[config.mk]
export PLATFORM = sky130hd
export DESIGN_NAME = pwm_dac_out
export DESIGN_NICKNAME = d
export VERILOG_FILES = /design/src/rtl/pwm_dac_out.sv
export SDC_FILE = /design/constraint.sdc
export NUM_CORES = 1
export LEC_CHECK = 0
export ABC_AREA = 0
export CORE_ASPECT_RATIO = 1.4
export CORE_UTILIZATION = 40
export DETAILED_ROUTE_END_ITERATION = 12
export PLACE_DENSITY = 0.59
export SLEW_MARGIN = 20
export SYNTH_ARGS = -nofsm -noshare
export SYNTH_HDL_FRONTEND = slang
export SYNTH_SLANG_ARGS = --single-unit
export TNS_END_PERCENT = 50
[constraint.sdc]
create_clock -name clk1 -period 2.9 [get_ports clk1]
set_input_delay 0.725 -clock clk1 [delete_from_list [all_inputs] [get_ports clk1]]
set_output_delay 0.725 -clock clk1 [all_outputs]
set_load 0.005 [all_outputs]
[src/rtl/pwm_dac_out.sv]
// PWM output stage: samples enter a one-entry shadow register through valid/ready
// and are committed to the active duty only at a period wrap. Optional PWM_UNDERRUN_CNT_EN.
module pwm_dac_out #(
    parameter int WIDTH     = 8,
    parameter int MAX_COUNT = 255,
    parameter int PRESCALE  = 1
) (
    input  logic             clk1,
    input  logic             rst,
    input  logic [WIDTH-1:0] sample_in,
    input  logic             sample_valid,
    output logic             sample_ready,
    output logic             pwm_out,
    output logic             period_strobe
`ifdef PWM_UNDERRUN_CNT_EN
    ,
    output logic [15:0]      underrun_count
`endif
);

    localparam int CNT_W = $clog2(MAX_COUNT + 1);
    localparam int PRE_W = (PRESCALE > 1) ? $clog2(PRESCALE) : 1;
    localparam int CMP_W = (WIDTH > CNT_W) ? WIDTH : CNT_W;
    localparam logic [CNT_W-1:0] CNT_MAX = CNT_W'(MAX_COUNT);
    localparam logic [PRE_W-1:0] PRE_MAX = PRE_W'(PRESCALE - 1);

    logic [PRE_W-1:0] pre_q, pre_d;
    logic [CNT_W-1:0] cnt_q, cnt_d;
    logic [WIDTH-1:0] duty_q, duty_d;
    logic [WIDTH-1:0] shadow_q, shadow_d;
    logic             shadowFull_q, shadowFull_d;
    logic             pwm_q, pwm_d;
    logic             strobe_q, strobe_d;
    logic             tick;
    logic             wrap;
    logic             accept;

    assign sample_ready  = !shadowFull_q && !rst;
    assign accept        = sample_valid && sample_ready;
    assign pwm_out       = pwm_q;
    assign period_strobe = strobe_q;

    always_comb begin
        tick         = (pre_q == PRE_MAX);
        pre_d        = tick ? '0 : pre_q + PRE_W'(1);
        wrap         = tick && (cnt_q == CNT_MAX);
        cnt_d        = cnt_q;
        duty_d       = duty_q;
        shadow_d     = shadow_q;
        shadowFull_d = shadowFull_q;
        if (wrap) begin
            cnt_d = '0;
        end else if (tick) begin
            cnt_d = cnt_q + CNT_W'(1);
        end
        // A sample accepted on the wrap edge lands in the shadow; it never bypasses to duty.
        if (wrap && shadowFull_q) begin
            duty_d       = shadow_q;
            shadowFull_d = 1'b0;
        end
        if (accept) begin
            shadow_d     = sample_in;
            shadowFull_d = 1'b1;
        end
        pwm_d    = (CMP_W'(cnt_q) < CMP_W'(duty_q));
        strobe_d = wrap;
    end

    always_ff @(posedge clk1) begin
        if (rst) begin
            pre_q        <= '0;
            cnt_q        <= '0;
            duty_q       <= '0;
            shadow_q     <= '0;
            shadowFull_q <= 1'b0;
            pwm_q        <= 1'b0;
            strobe_q     <= 1'b0;
        end else begin
            pre_q        <= pre_d;
            cnt_q        <= cnt_d;
            duty_q       <= duty_d;
            shadow_q     <= shadow_d;
            shadowFull_q <= shadowFull_d;
            pwm_q        <= pwm_d;
            strobe_q     <= strobe_d;
        end
    end

`ifdef PWM_UNDERRUN_CNT_EN
    // Counts wraps that found no fresh sample waiting; saturates instead of rolling over.
    logic [15:0] underrun_q, underrun_d;

    always_comb begin
        underrun_d = underrun_q;
        if (wrap && !shadowFull_q && (underrun_q != 16'hFFFF)) begin
            underrun_d = underrun_q + 16'd1;
        end
    end

    always_ff @(posedge clk1) begin
        if (rst) begin
            underrun_q <= '0;
        end else begin
            underrun_q <= underrun_d;
        end
    end

    assign underrun_count = underrun_q;
`else
    // Underrun bookkeeping is left out of this build.
`endif

endmodule
# == Yosys cells after proc, flatten, opt, wreduce, memory -nomap -nowiden ==
# Cells that the tools add are included.
# Widths: inputs -> output; s select.
# totals
register_bits,28
wordCells,23
# op_classes
n_addsub,2
n_lt_le_gt_ge,1
eq_ne,1
muxes,2
bitwise_logic,1
n_reduce_logical,9
# ops
operator,n
$add 8x1->8 const B,1
$eq 8x8->1 const B,1
$lt 8x8->1,1
$logic_and 1x1->1,4
$reduce_or 2->1,2
$logic_not 1->1,2
$mux 1,2
$reduce_bool 2->1,1
$add 1x1->1 const B,1
$not 1->1,1

# == Logic depth before layout (Yosys ltp) ==
# Gate-level depths: netlist of run 1.
# depth
word_depth,5
ltp_mapped,5
ltp_nobuf,5

# == Worst setup path after synthesis of run 1 ==
# Ideal clock, no wire load.
# synth_timing
path_type,input to output
start,input rst
end,output sample_ready
arrival_ps,1323
required_time_ps,2175
path_slack_ps,852
cell_stages,3
path_buffers,2
cell_sequence,clkbuf_1 clkbuf_1 nor2_1
# synth_between
elab_chain_len,2
# synth_lines
element,line_no,text
"start, declared",9,"input logic rst,"
$logic_not 1->1,38,assign sample_ready = !shadowFull_q && !rst;
$logic_and 1x1->1,38,
"end, declared",12,"output logic sample_ready,"
# Every way passes these cells.

# == Worst setup path in the final report of run 1 ==
# Ends and elaborated chain as after synthesis.

==> impl_metrics.csv, run 1 <==
group,metric,value,unit
status,status,"finished, final reports clean",
critical_path,cp_cell_sequence,"clkdlybuf4s50_1 -> nor2_1 -> clkdlybuf4s50_1",
synth,synth_edf_count,0,
power_and_ir_drop,p_leak,0.583,nW
global_route,grt_max_degree,33,
synth,ys_async_sr_fraction,0,%
synth,synth_nets,154,
synth,syn_area_per_cell,9.64,um^2
floorplan,die_width,50.2,um
power_and_ir_drop,intPower,0.534,mW
synth,synth_area,0.00130,mm^2
clock_tree,cts_resized,0,
floorplan,die_y,69.5,um
clock_tree,cts_tree,"done",
synth,synth_warnings,0,
clock_tree,cts_buffers,3,
floorplan,io-pin-count,14,
synth,ys_types,33,
critical_path,r2r_start,"cnt_q[3]",
clock_tree,cts_setup_buffers,0,
power_and_ir_drop,pwr-share-clk,29.7,%
layout,nets,171,
floorplan,initial_core_util,42.1,%
power_and_ir_drop,p_sw_share,21.9,%
detailed_routing,vias_per_cell,5.01,
timing,rsz0062_at_grt,"no",
detailed_routing,drtIter0Drc,8,
power_and_ir_drop,power_frac_comb,10.1,%
timing,fmax,408,MHz
floorplan,rows,24,
timing,slew_viol_final,0,
floorplan,dieArea,0.00349,mm^2
synth,synth_seq_area_share,43.1,%
critical_path,crit_slowest_cell,"clkdlybuf4s50_1",
synth,syn_inst,135,
timing,tns,0,ps
clock_tree,clock_sinks,28,
flow_run,cap_violations,0,
critical_path,critical_path.startpoint,"rst",
detailed_routing,dr.pass1.iters,4,
timing,finalCritPeriodShare,84.5,%
hold_path,hold_class,"reg2reg",
critical_path,crit_arrival,1730,ps
clock_tree,cts_max_level,1,
global_route,grt_pass1_vias,983,
clock_tree,cts-root-buf,"clkbuf_8",
power_and_ir_drop,vdd_drop_max,0.000345,V
synth,ys.flop_type,"dfxtp_1",
clock_tree,clock_path_buffers,2,
clock_tree,hold_buffers,0,
critical_path,path_common_cell,"clkdlybuf4s50_1",
timing,fin_worst_skew,3.30,ps
timing,final.min_clock_period,2450,ps
detailed_routing,ant_nets,0,
placement,routabilityCongestion,0.758,
critical_path,worstSetupStartpointType,"input pin",
global_route,grt_pass1_wl,3930,um
layout,nFillCells,296,
global_route,antenna_found_initial,0,
global_route,grt_overflow,0,
power_and_ir_drop,p_per_area,447,mW/mm^2
critical_path,cp-end-kind,"output port",
detailed_routing,drc_errors,0,
placement,io_buffers,13,
synth,synth_seq_cells,28,
hold_path,worstHoldStart,"duty_q[7]",
floorplan,core,0.00309,mm^2
power_and_ir_drop,switchingPower,0.149,mW
critical_path,max_stage_delay,500,ps
layout,drive_gt1_share,6.00,%
critical_path,path_max_fanout,2,
global_route,track_usage,14.4,%
clock_tree,clk_latency,260,ps
detailed_routing,dr_total_vias,946,
timing,final-hold-violation-count,0,
critical_path,cp_data_required_time,2170,ps
layout,n_antenna_cell,0,
detailed_routing,wire_per_inst,11.2,um
detailed_routing,drt_wl_total,2110,um
power_and_ir_drop,p_seq_share,60.2,%
layout,syn_to_final_growth,17.4,%
layout,fin_util,49.4,%
critical_path,worstSetupPathType,"in2out",
clock_tree,path_clk_slew,90,ps
timing,setup_viol,0,
placement,hpwlAfterDp,1640,um
==> per-layer routing <==
| layer | GRT usage [%] | vias up | share of wire [%] |
|---|---|---|---|
| li1 | - | 489 | - |
| met1 | 16.5 | 444 | 44 |
| met2 | 24.3 | 11 | 53 |
| met3 | 3.07 | 2 | 2.1 |
| met4 | 7.30 | 0 | 0.90 |
| met5 | 0 | - | 0 |
==> power groups by stage <==
stage / sequential, mW / clock (mW) / combinational, mW
2_1_floorplan: 0.417 / 0 / 0.0417
4_1_cts: 0.412 / 0.213 / 0.0703
3_3_place_gp: 0.420 / 0 / 0.0676
5_1_grt: 0.415 / 0.234 / 0.0769
6_report: 0.412 / 0.203 / 0.0690
3_5_place_dp: 0.421 / 0 / 0.0701
==> final cells by class <==
type / instances / area (um^2) / share of cell area (%)
multi-input cells: 94 / 687 / 45.0
flip-flops and latches: 28 / 561 / 36.7
repair buffers: 17 / 160 / 10.5
well taps: 39 / 48.8 / 3.19
clock buffers: 3 / 41.3 / 2.70
inverters: 8 / 30.0 / 1.97
==> synthesized netlist by cell type, types with 3 or more instances <==
cell type | count | share of area (%)
a21oi_1 | 4 | 1.5
clkbuf_1 | 3 | 0.87
dfxtp_1 | 28 | 43
ha_1 | 8 | 7.7
inv_1 | 8 | 2.3
mux2i_1 | 17 | 13
nand2_1 | 4 | 1.2
nand2b_1 | 16 | 7.7
nor2_1 | 14 | 4.0
nor2b_1 | 3 | 1.4
nor3_1 | 3 | 1.2
==> path summary, 6_finish.rpt <==
path	end	slack, ps	cells after the start
hold reg to reg	duty_q[7]	480	2
hold / removal	duty_q[7]	480	2
setup reg to reg	pwm_out	1250	4
setup / recovery	sample_ready	450	3
==> critical path, delay by kind of cell <==
kind | cells | cell delay [ps]
buffers and inverters | 2 | 920
AND/OR/NAND/NOR | 1 | 90
==> registers in the layout, summed over array words and instances, names as in the netlist <==
signal	flops
cnt_q	8
period_strobe	1
shadowFull_q	1
shadow_q	8
pwm_out	1
duty_q	8
pre_q	1
==> per-stage QoR <==
step | hold WS (ps) | power [mW] | cell area, um^2 | worst slack (ps) | cells
after floorplan | 444 | 0.459 | 1300 | 852 | 135
after global placement | 462 | 0.488 | 1490 | 435 | 186
after detailed placement | 465 | 0.491 | 1490 | 434 | 186
after CTS | 481 | 0.696 | 1530 | 436 | 189
after global routing | 502 | 0.726 | 1530 | 420 | 189
final | 477 | 0.683 | 1530 | 448 | 189
==> cell families (layout without fill, tap and decap cells) <==
| family | Yosys count | after routing | share of synthesized area, % |
|---|---|---|---|
| AND/OR/NAND/NOR | 51 | 51 | 22.7 |
| other | 1 | 1 | 0.288 |
| AO/OA/AOI/OAI | 14 | 14 | 7.02 |
| multiplexers | 17 | 17 | 13.1 |
| buffers and inverters | 13 | 28 | 4.13 |
| flip-flops | 28 | 28 | 43.1 |
| XOR/XNOR | 3 | 3 | 2.02 |
| adder cells (fa/ha/maj) | 8 | 8 | 7.69 |
==> placed cells by master, fill, tap and decap left out, drive strengths merged, types with 3 or more instances in the layout <==
cell / Yosys / layout
a21oi: 4 / 4
buf: 2 / 4
clkbuf: 3 / 3
clkdlybuf4s50: 0 / 13
dfxtp: 28 / 28
ha: 8 / 8
inv: 8 / 8
mux2i: 17 / 17
nand2: 4 / 4
nand2b: 16 / 16
nor2: 14 / 14
nor2b: 3 / 3
nor3: 3 / 3
o21ai: 3 / 3
(Power assumes the default switching activity.)
==> run 2: changes to the inputs <==
- PLACE_DENSITY: 0.59 -> 0.61
- clock period: 2.9 -> 2.2 ns (I/O delays scaled with it)
==> run 2 against run 1 <==
Via count is 3.4% lower. Combinational power is 31% higher. Core utilization is 0.16 points lower. First-iteration DRC count grew to 4.3 times the previous value. Flip-flop and latch count stayed put. Final cell count is 0.53% lower. Clock skew is 1.0 ps lower. Highest routed layer unchanged.
==> impl_metrics.csv, run 2 (same netlist as run 1, synthesis figures left out) <==
group,metric,value,unit
timing,final-hold-violation-count,0,
placement,io_buffers,13,
timing,setup_viol,0,
floorplan,dieArea,0.00349,mm^2
layout,syn_to_final_growth,17.0,%
critical_path,critPathBufInv,0,
detailed_routing,wire_per_inst,11.4,um
layout,drive_gt1_share,5.37,%
clock_tree,cts_max_level,1,
floorplan,core,0.00309,mm^2
timing,hold_ws,476,ps
placement,place_area,0.00148,mm^2
critical_path,rr_endpoint,"pwm_out",
critical_path,cp_cell_sequence,"ha_1 -> a211oi_1 -> o21ai_1 -> a2111oi_0",
critical_path,r2r_start,"cnt_q[3]",
global_route,track_usage,14.7,%
flow_run,cap_violations,0,
timing,final.min_clock_period,1820,ps
timing,setup_slack,377,ps
timing,fin_worst_skew,2.30,ps
detailed_routing,drtIter0Drc,34,
critical_path,worstSetupStartpointType,"flop",
timing,slew_viol_final,0,
floorplan,die_width,50.2,um
clock_tree,cts_buffers,3,
placement,hpwlAfterDp,1610,um
critical_path,path_depth,4,
critical_path,crit_arrival,1930,ps
hold_path,worst_hold_path.endpoint,"duty_q[5]",
timing,tns,0,ps
clock_tree,cts_resized,0,
detailed_routing,ant_nets,0,
power_and_ir_drop,p_per_area,591,mW/mm^2
layout,nets,170,
critical_path,worstSetupPathType,"reg2reg",
layout,fin_util,49.2,%
floorplan,initial_core_util,42.1,%
critical_path,cp_data_required_time,2310,ps
global_route,grt_pass1_vias,958,
hold_path,hold_class,"reg2reg",
layout,layout_commonest_cell,"dfxtp_1",
layout,fin_area,0.00152,mm^2
clock_tree,path_clk_slew,90,ps
clock_tree,cts-root-buf,"clkbuf_8",
hold_path,worstHoldStart,"duty_q[5]",
critical_path,r2r_slack,380,ps
global_route,grt_pass1_wl,4000,um
timing,slew_headroom,63.9,%
critical_path,path_max_fanout,4,
timing,tightest_slew,527,ps
floorplan,die_y,69.5,um
hold_path,whs_path_depth,2,
floorplan,io-pin-count,14,
timing,rsz0062_at_grt,"no",
layout,final_cell_mix,"dfxtp_1 (28), mux2i_1 (17), nand2b_1 (16), nor2_1 (14), clkdlybuf4s50_1 (12)",
detailed_routing,vias_per_cell,4.86,
layout,reg_top3,"cnt_q: 8 flops, duty_q: 8 flops, shadow_q: 8 flops",
critical_path,max_stage_delay,560,ps
clock_tree,cts_setup_buffers,0,
detailed_routing,drc_errors,0,
clock_tree,cts_tree,"done",
critical_path,rr_worst_depth,4,
placement,dp_slack,22.9,ps
clock_tree,hold_buffers,0,
detailed_routing,dr_total_vias,914,
global_route,grt_overflow,0,
layout,nFillCells,291,
timing,finalCritPeriodShare,82.9,%
layout,n_antenna_cell,0,
timing,fmax,549,MHz
power_and_ir_drop,p_leak,0.590,nW
layout,layout.cells.non_filler,188,
power_and_ir_drop,vdd_drop_max,0.000489,V
detailed_routing,dr.pass1.iters,4,
power_and_ir_drop,power,0.901,mW
critical_path,cp-end-kind,"flop",
critical_path,path_delay_family,"compound AO/OA/AOI/OAI gates",
placement,routabilityCongestion,0.769,
clock_tree,clk_latency,260,ps
critical_path,crit_slowest_cell,"a2111oi_0",
detailed_routing,drt_wl_total,2140,um
status,status,"finished, final reports clean",
global_route,antenna_found_initial,0,
global_route,grt_max_degree,33,
clock_tree,clock_path_buffers,2,
floorplan,rows,24,
clock_tree,clock_sinks,28,
placement,dp.cells,185,
-- run 2: changes by cell type in the layout (fill, tap and decap cells not counted), sizes merged --
cell and change:
buf -1, dlymetal6s2s +1, clkdlybuf4s50 -1
-- run 2: area by class of cell --
cell class | instances | area (um^2) | area share (%)
inverters | 8 | 30.0 | 1.97
multi-input cells | 94 | 687 | 45.1
clock buffers | 3 | 41.3 | 2.71
well taps | 39 | 48.8 | 3.20
repair buffers | 16 | 155 | 10.2
flip-flops and latches | 28 | 561 | 36.8
-- run 2: power by group --
group	switching, mW	total [mW]	internal [mW]
combinational	0.0358	0.0903	0.0544
clock	0.146	0.268	0.123
sequential	0.0168	0.542	0.525
-- run 2: per-layer routing --
layer,share of wire [%],track usage [%],vias up
met5,0,0,-
met4,2.7,7.62,0
met3,3.4,3.07,6
met2,50,24.6,19
met1,44,17.0,400
li1,-,-,489
-- run 2: how the worst max path moves through the flow --
| stage | startpoint | endpoint | slack, ps |
|---|---|---|---|
| after floorplan | rst | sample_ready | 500 |
| after global placement | rst | sample_ready | 4 |
| after detailed placement | rst | sample_ready | 20 |
| after CTS | rst | sample_ready | 20 |
| after global routing | cnt_q[3] | pwm_out | 210 |
| final | cnt_q[3] | pwm_out | 380 |
-- run 2: worst min-delay path: stages, from the launching register on --
cell,delay [ps]
dfxtp_1,320
nand2b_1,60
mux2i_1,60
==> run 3: changes to the inputs <==
- PLACE_DENSITY: 0.61 -> 0.59
- clock period: 2.2 -> 1.9 ns (I/O delays scaled with it)
==> run 3 against run 2 <==
Count of clock-buffer cells in the layout up 1. Clock power grew 38%. Design area increased by 1.6%. Clock skew grew 4.9 ps. Final cell count rose by 1.6%. Total power up 22%. Die area is the same. Critical path depth fell by 1. Combinational power up 15%. Global-route usage grew 0.070 points.
==> impl_metrics.csv, run 3 (same netlist as run 1, synthesis figures left out) <==
group,metric,value,unit
floorplan,die_width,50.2,um
detailed_routing,dr.pass1.iters,4,
layout,final_cell_mix,"dfxtp_1 (28), mux2i_1 (17), nand2b_1 (16), nor2_1 (14), clkdlybuf4s50_1 (12)",
critical_path,crit_arrival,1250,ps
global_route,grt_overflow,0,
detailed_routing,ant_nets,0,
hold_path,whs_path_depth,2,
critical_path,path_delay_family,"buffers and inverters",
timing,slew_viol_final,0,
detailed_routing,dr_total_vias,946,
power_and_ir_drop,vdd_drop_max,0.000473,V
detailed_routing,drc_errors,0,
layout,syn_to_final_growth,18.9,%
critical_path,max_stage_delay,470,ps
floorplan,io-pin-count,14,
power_and_ir_drop,p_sw_share,22.1,%
timing,rsz0062_at_grt,"no",
floorplan,dieArea,0.00349,mm^2
clock_tree,cts_max_level,1,
critical_path,cp_data_required_time,1420,ps
timing,fin_worst_skew,7.25,ps
floorplan,core,0.00309,mm^2
critical_path,path_max_fanout,2,
layout,layout_commonest_cell,"dfxtp_1",
clock_tree,clock_path_buffers,2,
timing,finalCritPeriodShare,90.5,%
floorplan,die_y,69.5,um
timing,fmax,581,MHz
layout,drive_gt1_share,7.24,%
clock_tree,clock_sinks,28,
timing,final.min_clock_period,1720,ps
critical_path,worstSetupStartpointType,"input pin",
power_and_ir_drop,intPower,0.857,mW
floorplan,initial_core_util,42.1,%
layout,n_antenna_cell,0,
detailed_routing,drt_wl_total,2120,um
placement,io_buffers,13,
clock_tree,hold_buffers,0,
critical_path,cp-end-kind,"output port",
hold_path,hold_class,"reg2reg",
layout,fin_area,0.00155,mm^2
critical_path,critPathBufInv,2,
power_and_ir_drop,p_seq_share,57.0,%
power_and_ir_drop,power_frac_comb,9.4,%
power_and_ir_drop,switchingPower,0.244,mW
placement,routabilityCongestion,0.740,
critical_path,worstSetupPathType,"in2out",
critical_path,cp_cell_sequence,"clkdlybuf4s50_1 -> nor2_1 -> dlygate4sd2_1",
layout,reg_top3,"cnt_q: 8 flops, duty_q: 8 flops, shadow_q: 8 flops",
placement,place_area,0.00149,mm^2
floorplan,rows,24,
flow_run,cap_violations,0,
power_and_ir_drop,p_leak,0.598,nW
global_route,grt_pass1_vias,972,
global_route,antenna_found_initial,0,
global_route,track_usage,14.7,%
global_route,grt_pass1_wl,4050,um
clock_tree,cts_buffers,3,
clock_tree,path_clk_slew,100,ps
placement,hpwlAfterDp,1630,um
status,status,"finished, final reports clean",
clock_tree,cts_tree,"done",
timing,final-hold-violation-count,0,
power_and_ir_drop,p_per_area,711,mW/mm^2
layout,nets,172,
global_route,grt_max_degree,33,
detailed_routing,drtIter0Drc,9,
detailed_routing,wire_per_inst,11.1,um
critical_path,crit_slowest_cell,"clkdlybuf4s50_1",
power_and_ir_drop,pwr-share-clk,33.5,%
layout,fin_util,50.0,%
critical_path,path_depth,3,
clock_tree,clk_latency,270,ps
timing,tns,0,ps
critical_path,rr_worst_depth,5,
clock_tree,cts-root-buf,"clkbuf_8",
timing,setup_viol,0,
detailed_routing,vias_per_cell,4.95,
## run 3: metrics by stage
step	power [mW]	hold WS, ps	cells	setup slack (ps)
after global placement	0.744	462	187	-69.6
after floorplan	0.700	444	135	352
final	1.10	481	191	180
after CTS	1.11	483	191	172
after detailed placement	0.749	466	187	-58.0
after global routing	1.15	503	191	107
## run 3: power by group through the flow
stage / Sequential, mW / Clock, mW / Combinational [mW]
after floorplan: 0.637 / 0 / 0.0636
after global placement: 0.641 / 0 / 0.103
after detailed placement: 0.643 / 0 / 0.107
after CTS: 0.629 / 0.379 / 0.106
after global routing: 0.632 / 0.400 / 0.117
final: 0.628 / 0.369 / 0.104
## run 3: what timing repair did
| item | in CTS | in global routing |
|---|---|---|
| setup endpoints to repair | 1 | 0 |
| buffers inserted | 0 | 0 |
| resized for setup | 1 | 0 |
## run 3: area by class of cell
class                           count  area [um^2]
Clock buffer                        4         55.1
Fill cell                         306         1550
Inverter                            8         30.0
Multi-Input combinational cell     94          687
Sequential cell                    28          561
Tap cell                           39         48.8
Timing Repair Buffer               18          166
## run 3: worst min-delay path: stages (launching register included)
cell	delay [ps]
dfxtp_1	320
nand2b_1	70
mux2i_1	60
## run 3: worst paths after layout
| check | start | end | slack [ps] |
|---|---|---|---|
| min reg2reg | duty_q[1] | duty_q[1] | 480 |
| max reg2reg | cnt_q[0] | duty_q[3] | 280 |
| min | duty_q[1] | duty_q[1] | 480 |
| max | rst | sample_ready | 180 |
## run 3: per-layer routing
layer / part of all wire [%] / track usage (%)
met5: 0 / 0
met4: 1.7 / 6.35
met3: 2.0 / 2.19
met2: 51 / 25.8
met1: 45 / 17.2
